### config.mk
export PLATFORM = sky130hd
export DESIGN_NAME = fp_add_arbiter
export DESIGN_NICKNAME = d
export VERILOG_FILES = /design/src/rtl/fp_add_arbiter.sv
export SDC_FILE = /design/constraint.sdc
export NUM_CORES = 1
export LEC_CHECK = 0
export ABC_CLOCK_PERIOD_IN_PS = 4460
export BUFFER_PORTS_ARGS = -buffer_cell sky130_fd_sc_hd__buf_4
export CORE_AREA = 2 2 104 106
export CTS_BUF_LIST = sky130_fd_sc_hd__clkbuf_8 sky130_fd_sc_hd__clkbuf_16
export DETAILED_ROUTE_END_ITERATION = 6
export DIE_AREA = 0 0 106 108
export PLACE_DENSITY = 0.87
export SLEW_MARGIN = 40
export SYNTH_ARGS = -nofsm -noshare
export SYNTH_HDL_FRONTEND = slang
export SYNTH_SLANG_ARGS = --single-unit
### constraint.sdc
create_clock -name clk -period 4.46 [get_ports clk]
set_input_delay 0.446 -clock clk [delete_from_list [all_inputs] [get_ports clk]]
set_output_delay 0.446 -clock clk [all_outputs]
set_load 0.005 [all_outputs]
### src/rtl/fp_add_arbiter.sv
// rtl/fp_add_arbiter.sv - round-robin arbiter sharing one combinational FP adder between two requesters
module fp_add_arbiter #(
  parameter int WIDTH      = 32,
  parameter int SETTLE_CYC = 2
) (
  input  logic             clk,
  input  logic             rst_n,
  input  logic             req0_valid,
  output logic             req0_ready,
  input  logic [WIDTH-1:0] req0_a,
  input  logic [WIDTH-1:0] req0_b,
  input  logic             req1_valid,
  output logic             req1_ready,
  input  logic [WIDTH-1:0] req1_a,
  input  logic [WIDTH-1:0] req1_b,
  output logic [WIDTH-1:0] add_a,
  output logic [WIDTH-1:0] add_b,
  input  logic [WIDTH-1:0] add_sum,
  input  logic             add_ovf,
  output logic             rsp_valid,
  input  logic             rsp_ready,
  output logic             rsp_id,
  output logic [WIDTH-1:0] rsp_data,
  output logic             rsp_ovf,
  output logic             busy
);

  typedef enum logic [1:0] {S_IDLE, S_WAIT, S_RESP} state_t;

  state_t           state_q, state_d;
  logic             last_id_q;
  logic [3:0]       cnt_q;
  logic [WIDTH-1:0] add_a_q, add_b_q, rsp_data_q;
  logic             rsp_valid_q, rsp_id_q, rsp_ovf_q;

  logic             grant0, grant1;
  logic             accept0, accept1, accept;
  logic             cnt_done, rsp_fire;

  // Round-robin grant: a lone requester always wins, a tie goes to the one not served last
  always_comb begin
    grant0 = req0_valid && (!req1_valid || last_id_q);
    grant1 = req1_valid && (!req0_valid || !last_id_q);
  end

  assign accept0  = req0_valid && req0_ready;
  assign accept1  = req1_valid && req1_ready;
  assign accept   = accept0 || accept1;
  assign cnt_done = (cnt_q == 4'd1);
  assign rsp_fire = rsp_valid_q && rsp_ready;

  // State register
  always_ff @(posedge clk) begin
    if (!rst_n) state_q <= S_IDLE;
    else        state_q <= state_d;
  end

  // Next-state logic: accept -> hold operands for the settle window -> present response
  always_comb begin
    state_d = state_q;
    case (state_q)
      S_IDLE:  if (accept)   state_d = S_WAIT;
      S_WAIT:  if (cnt_done) state_d = S_RESP;
      S_RESP:  if (rsp_fire) state_d = S_IDLE;
      default:               state_d = S_IDLE;
    endcase
  end

  // Outputs decoded from state: readys only while idle, busy everywhere else
  always_comb begin
    req0_ready = 1'b0;
    req1_ready = 1'b0;
    busy       = (state_q != S_IDLE);
    if (state_q == S_IDLE) begin
      req0_ready = grant0;
      req1_ready = grant1;
    end
  end

  // Datapath: latch operands on accept, count the settle window, capture the adder result
  always_ff @(posedge clk) begin
    if (!rst_n) begin
      last_id_q   <= 1'b1;
      cnt_q       <= 4'd0;
      add_a_q     <= '0;
      add_b_q     <= '0;
      rsp_data_q  <= '0;
      rsp_valid_q <= 1'b0;
      rsp_id_q    <= 1'b0;
      rsp_ovf_q   <= 1'b0;
    end else begin
      case (state_q)
        S_IDLE: begin
          if (accept) begin
            add_a_q   <= accept1 ? req1_a : req0_a;
            add_b_q   <= accept1 ? req1_b : req0_b;
            rsp_id_q  <= accept1;
            last_id_q <= accept1;
            cnt_q     <= 4'(SETTLE_CYC);
          end
        end
        S_WAIT: begin
          if (cnt_done) begin
            rsp_data_q  <= add_sum;
            rsp_ovf_q   <= add_ovf;
            rsp_valid_q <= 1'b1;
            cnt_q       <= 4'd0;
          end else begin
            cnt_q <= cnt_q - 4'd1;
          end
        end
        S_RESP: begin
          if (rsp_fire) rsp_valid_q <= 1'b0;
        end
        default: ;
      endcase
    end
  end

  assign add_a     = add_a_q;
  assign add_b     = add_b_q;
  assign rsp_valid = rsp_valid_q;
  assign rsp_id    = rsp_id_q;
  assign rsp_data  = rsp_data_q;
  assign rsp_ovf   = rsp_ovf_q;

endmodule

After elaboration in Yosys (flattened, before gate mapping):

Index checks and enable logic that the tools add are counted.

* flip-flop bits (word level): 106
* output and inout port bits: 102
* logic and storage cells: 50

* $add $sub $neg: 1
* equal/unequal tests: 6
* multiplexer cells: 14
* reduce and logical (&&, ||, !) cells: 20

Operator list (count)
* 32-bit 2-to-1 mux: 2
* 4-bit 2-to-1 mux: 2
* 4-bit case mux with 2 select lines: 1
* 2-bit 2-to-1 mux: 3
* 2-bit != test, second input constant: 3
* 2-bit case mux with 3 select lines: 1
* 2-bit AND reduction: 3
* 3-bit AND reduction: 2
* 2-bit nonzero test: 3
* 1-bit logical AND: 5
* 4-bit by 1-bit equality test with 1-bit output, second input constant: 1
* 1-bit 2-to-1 mux: 4
* 4-bit by 1-bit subtractor with 4-bit output, second input constant: 1
* 1-bit logical NOT: 3
* 1-bit logical OR: 3
* 2-bit by 1-bit equality test with 1-bit output, second input constant: 1
* 2-bit equality test, second input constant: 1
* 2-bit logical NOT: 1
* 1-bit case mux with 2 select lines: 1

Depth between registers and ports, before layout:

* depth after elaboration: 8
* gate-level depth with buffers: 7

Worst setup path after synthesis:

Ideal clock, no wire load.

* path kind: input port to output port
* start point: input port req0_valid
* end point: output port req1_ready
* arrival time: 1304 ps
* data required time: 4014 ps
* slack: 2710 ps
* stages on the path: 5
* cell sequence: a211o_1 -> or2_4 -> buf_6 -> buf_6 -> inv_1

* longest elaborated chain between the ends: 4

Ends and longest elaborated chain
* from (decl): line 8 `input logic req0_valid,`
* 1-bit logical NOT: line 43 `grant1 = req1_valid && (!req0_valid || !last_id_q);`
* 1-bit logical OR: line 43
* 1-bit logical AND: line 43
* 1-bit 2-to-1 mux: line 74 `if (state_q == S_IDLE) begin`
* to (decl): line 13 `output logic req1_ready,`

No other way between the ends.

Worst setup path in the final report:

* start point: register state_q[1]
* end point: output port req1_ready

* longest elaborated chain between the ends: 2

Ends and longest elaborated chain
* from (decl): line 30 `state_t state_q, state_d;`
* from (signal assigned): line 55 `else state_q <= state_d;`
* 2-bit logical NOT: line 74
* 1-bit 2-to-1 mux: line 74

No other way between the ends.

==> impl_metrics.py <==
metrics = {
    "setup_path": {
        "r2r_start": "state_q[1]",
        "critPathLaunchType": "flop",
        "worst-endpoint-required_ns": 4.01,
        "cp-end-kind": "primary output",
        "cp_max_fo": 65,
        "worst-setup-path-type": "reg -> out",
        "r2r_slack_ns": 1.82,
        "ff2ff_path_depth": 5,
        "arrival_ns": 2.38,
        "rr_endpoint": "add_a[20]",
    },
    "logic_synthesis": {
        "syn_area_mm2": 0.00495,
        "yosys_warnings": 0,
        "synth_nets": 751,
        "syn_inst": 583,
        "seq_area_frac_synth_pct": 42.8,
        "synth_cell_types": 35,
        "syn_area_per_cell_um2": 8.49,
        "synth_seq_cells": 106,
    },
    "job": {
        "maxCapViolCount": 0,
    },
    "cts": {
        "cts_hold_buffers": 0,
        "clk_latency_ns": 0.36,
        "cts_tree": "built",
        "cts_max_path_buffers": 2,
        "h-tree-depth": 3,
        "cts_setup_buffers": 0,
        "cts_buffers": 9,
        "clock-sinks": 106,
        "cts_resized": 0,
        "cts.clk_slew.worst_paths_ns": 0.10,
        "root_buffer": "clkbuf_8",
    },
    "drt": {
        "drt-pass1-iter-count": 5,
        "via_per_inst": 6.01,
        "wl_um": 16700,
        "routed.top_layer": "met4",
        "vias": 5617,
        "wirelength_met1_um": 6330,
        "wl_met3_um": 1550,
        "dr.first_iter.drc_count": 314,
        "routedWlPerCell_um": 17.9,
        "drc_errors": 0,
        "wl_met2_um": 8450,
        "ant_nets": 0,
    },
    "final_layout": {
        "syn_to_final_growth_pct": 42.5,
        "fin_util_pct": 69.0,
        "fillers": 800,
        "num-nets-final": 962,
        "diodes": 0,
        "drive_gt1_share_pct": 41.1,
    },
    "power_and_ir_drop": {
        "power.leakage_uw": 0.00285,
        "powerDensity_mw_per_mm2": 337,
        "ir_drop_mv": 0.199,
        "power.total_uw": 2380,
    },
    "timing": {
        "fmax_ghz": 0.354,
        "finalCriticalPeriod_ns": 2.82,
        "fin_ws_ns": 1.64,
        "drv_slew": 0,
        "tightest_slew_ns": 0.792,
        "final.setup.tns_ns": 0,
        "rsz0062_at_grt": "no",
        "finalCritPeriodShare_pct": 63.3,
        "hold_slack_ns": 0.279,
        "max_slew_margin_pct": 47.1,
        "fin_skew_ns": 0.0107,
        "hold_viol_final": 0,
        "setup_viol": 0,
    },
    "min_path": {
        "hold_path_class": "in -> reg",
        "hold_depth": 2,
        "whs_endpoint": "rsp_valid",
        "min_from": "rsp_ready",
    },
    "placed_design": {
        "pre_cts_slack_ns": 1.82,
        "dpl.hpwl_um": 11300,
        "routabilityCongestion": 0.843,
        "port_buffers": 267,
    },
    "global_routing": {
        "grt_max_degree": 66,
        "grt.overflow.total": 0,
        "grt_pass1_vias": 5282,
        "antenna_found_initial": 0,
        "grt.total_usage_pct": 27.7,
        "grt_pass1_wl_um": 25900,
    },
    "die": {
        "core_mm2": 0.0102,
        "dieArea_mm2": 0.0114,
        "initial_core_util_pct": 48.4,
        "row_count": 37,
        "dieWidth_um": 106,
        "die_y_um": 108,
        "io_pins": 268,
    },
    "status": {
        "status": "finished, final reports clean",
    },
}
## cell type report
type                    count  area [µm²]  share of cell area, %
flip-flops and latches    106        2120                   30.1
clock inverters             5        47.5                  0.674
repair buffers            275        2060                   29.3
inverters                   6        26.3                  0.372
well taps                 136         170                   2.41
multi-input cells         396        2490                   35.3
clock buffers              10         138                   1.95
## where the power goes
group          internal (µW)  switching (µW)
clock network            267             316
registers               1040            63.1
logic                    333             361
## critical path: stages, from the launching register on
cell and delay (ns):
dfxtp_1 0.56, a211o_2 0.17, buf_4 0.54, or2_4 0.45
inv_1 0.13, buf_4 0.16
## layer usage
metal / GRT usage [%] / vias up
met2: 47.5 / 333
met4: 9.68 / 0
met1: 33.5 / 2603
li1: - / 2643
met3: 7.84 / 38
met5: 0 / -
## worst max path at each step
stage                    start          to  slack, ns  depth (start not counted)
finish              state_q[1]  req1_ready       1.64                          5
global route        state_q[1]  req1_ready       1.48                          5
CTS                 state_q[1]  req1_ready       1.68                          5
detailed placement  req0_valid   add_a[20]       1.82                          6
global placement    req0_valid   add_a[21]       1.93                          6
floorplan           req0_valid  req1_ready       2.71                          5
## synthesized netlist by cell type
| cell type | count | area share [%] |
|---|---|---|
| nor2_2 | 1 | 0.13 |
| clkbuf_1 | 48 | 3.6 |
| nor4_1 | 1 | 0.13 |
| nand2_1 | 4 | 0.30 |
| buf_1 | 5 | 0.38 |
| a211oi_1 | 2 | 0.30 |
| or2_4 | 1 | 0.18 |
| nor2b_1 | 3 | 0.38 |
| dfxtp_1 | 106 | 43 |
| or3b_1 | 1 | 0.18 |
| buf_6 | 5 | 1.1 |
| a2111oi_2 | 26 | 7.9 |
| o22ai_1 | 1 | 0.13 |
| ha_1 | 2 | 0.51 |
| nor3_1 | 128 | 13 |
| o311a_1 | 1 | 0.20 |
| or3b_4 | 1 | 0.23 |
| a311oi_1 | 2 | 0.35 |
| and3_1 | 1 | 0.13 |
| or3b_2 | 1 | 0.18 |
| a21oi_1 | 100 | 10 |
| nand2b_1 | 1 | 0.13 |
| a31oi_1 | 1 | 0.13 |
| inv_1 | 6 | 0.45 |
| buf_2 | 12 | 1.2 |
| nor3b_2 | 1 | 0.25 |
| a211o_1 | 1 | 0.18 |
| nand3_1 | 36 | 3.6 |
| o21ai_0 | 38 | 3.8 |
| buf_4 | 5 | 0.76 |
| a31o_2 | 1 | 0.18 |
| or2_2 | 1 | 0.13 |
| nor2_1 | 2 | 0.15 |
| a2111oi_0 | 37 | 6.5 |
| o311ai_0 | 1 | 0.18 |
## stage by stage
stage | instance area, µm² | instances
3_3_place_gp | 6860 | 919
3_5_place_dp | 6870 | 919
5_1_grt | 7060 | 934
4_1_cts | 7050 | 934
2_1_floorplan | 4950 | 583
6_report | 7060 | 934
## flip-flops by register name (all words and copies together), names as in the netlist
| signal | flops |
|---|---|
| rsp_data | 32 |
| rsp_valid | 1 |
| cnt_q | 4 |
| rsp_ovf | 1 |
| last_id_q | 1 |
| add_b | 32 |
| add_a | 32 |
| rsp_id | 1 |
| state_q | 2 |
## logic make-up (layout without fill, tap and decap cells)
logic type,count (synthesis),count (layout),synth area share (%)
compound gates,211,211,30.0
simple gates,183,183,19.1
flops,106,106,42.9
buf+inv,81,296,7.58
fa+ha+maj,2,2,0.505
## placed cells by master, fill, tap and decap left out, types with 5 or more instances in the layout
cell         n
a21oi_1    100
a2111oi_0   37
inv_1        5
nand3_1     36
o21ai_0     38
clkbuf_8    10
a2111oi_2   26
dfxtp_1    106
buf_4      275
nor3_1     128
Note: power is estimated with default switching activity, not from simulation.
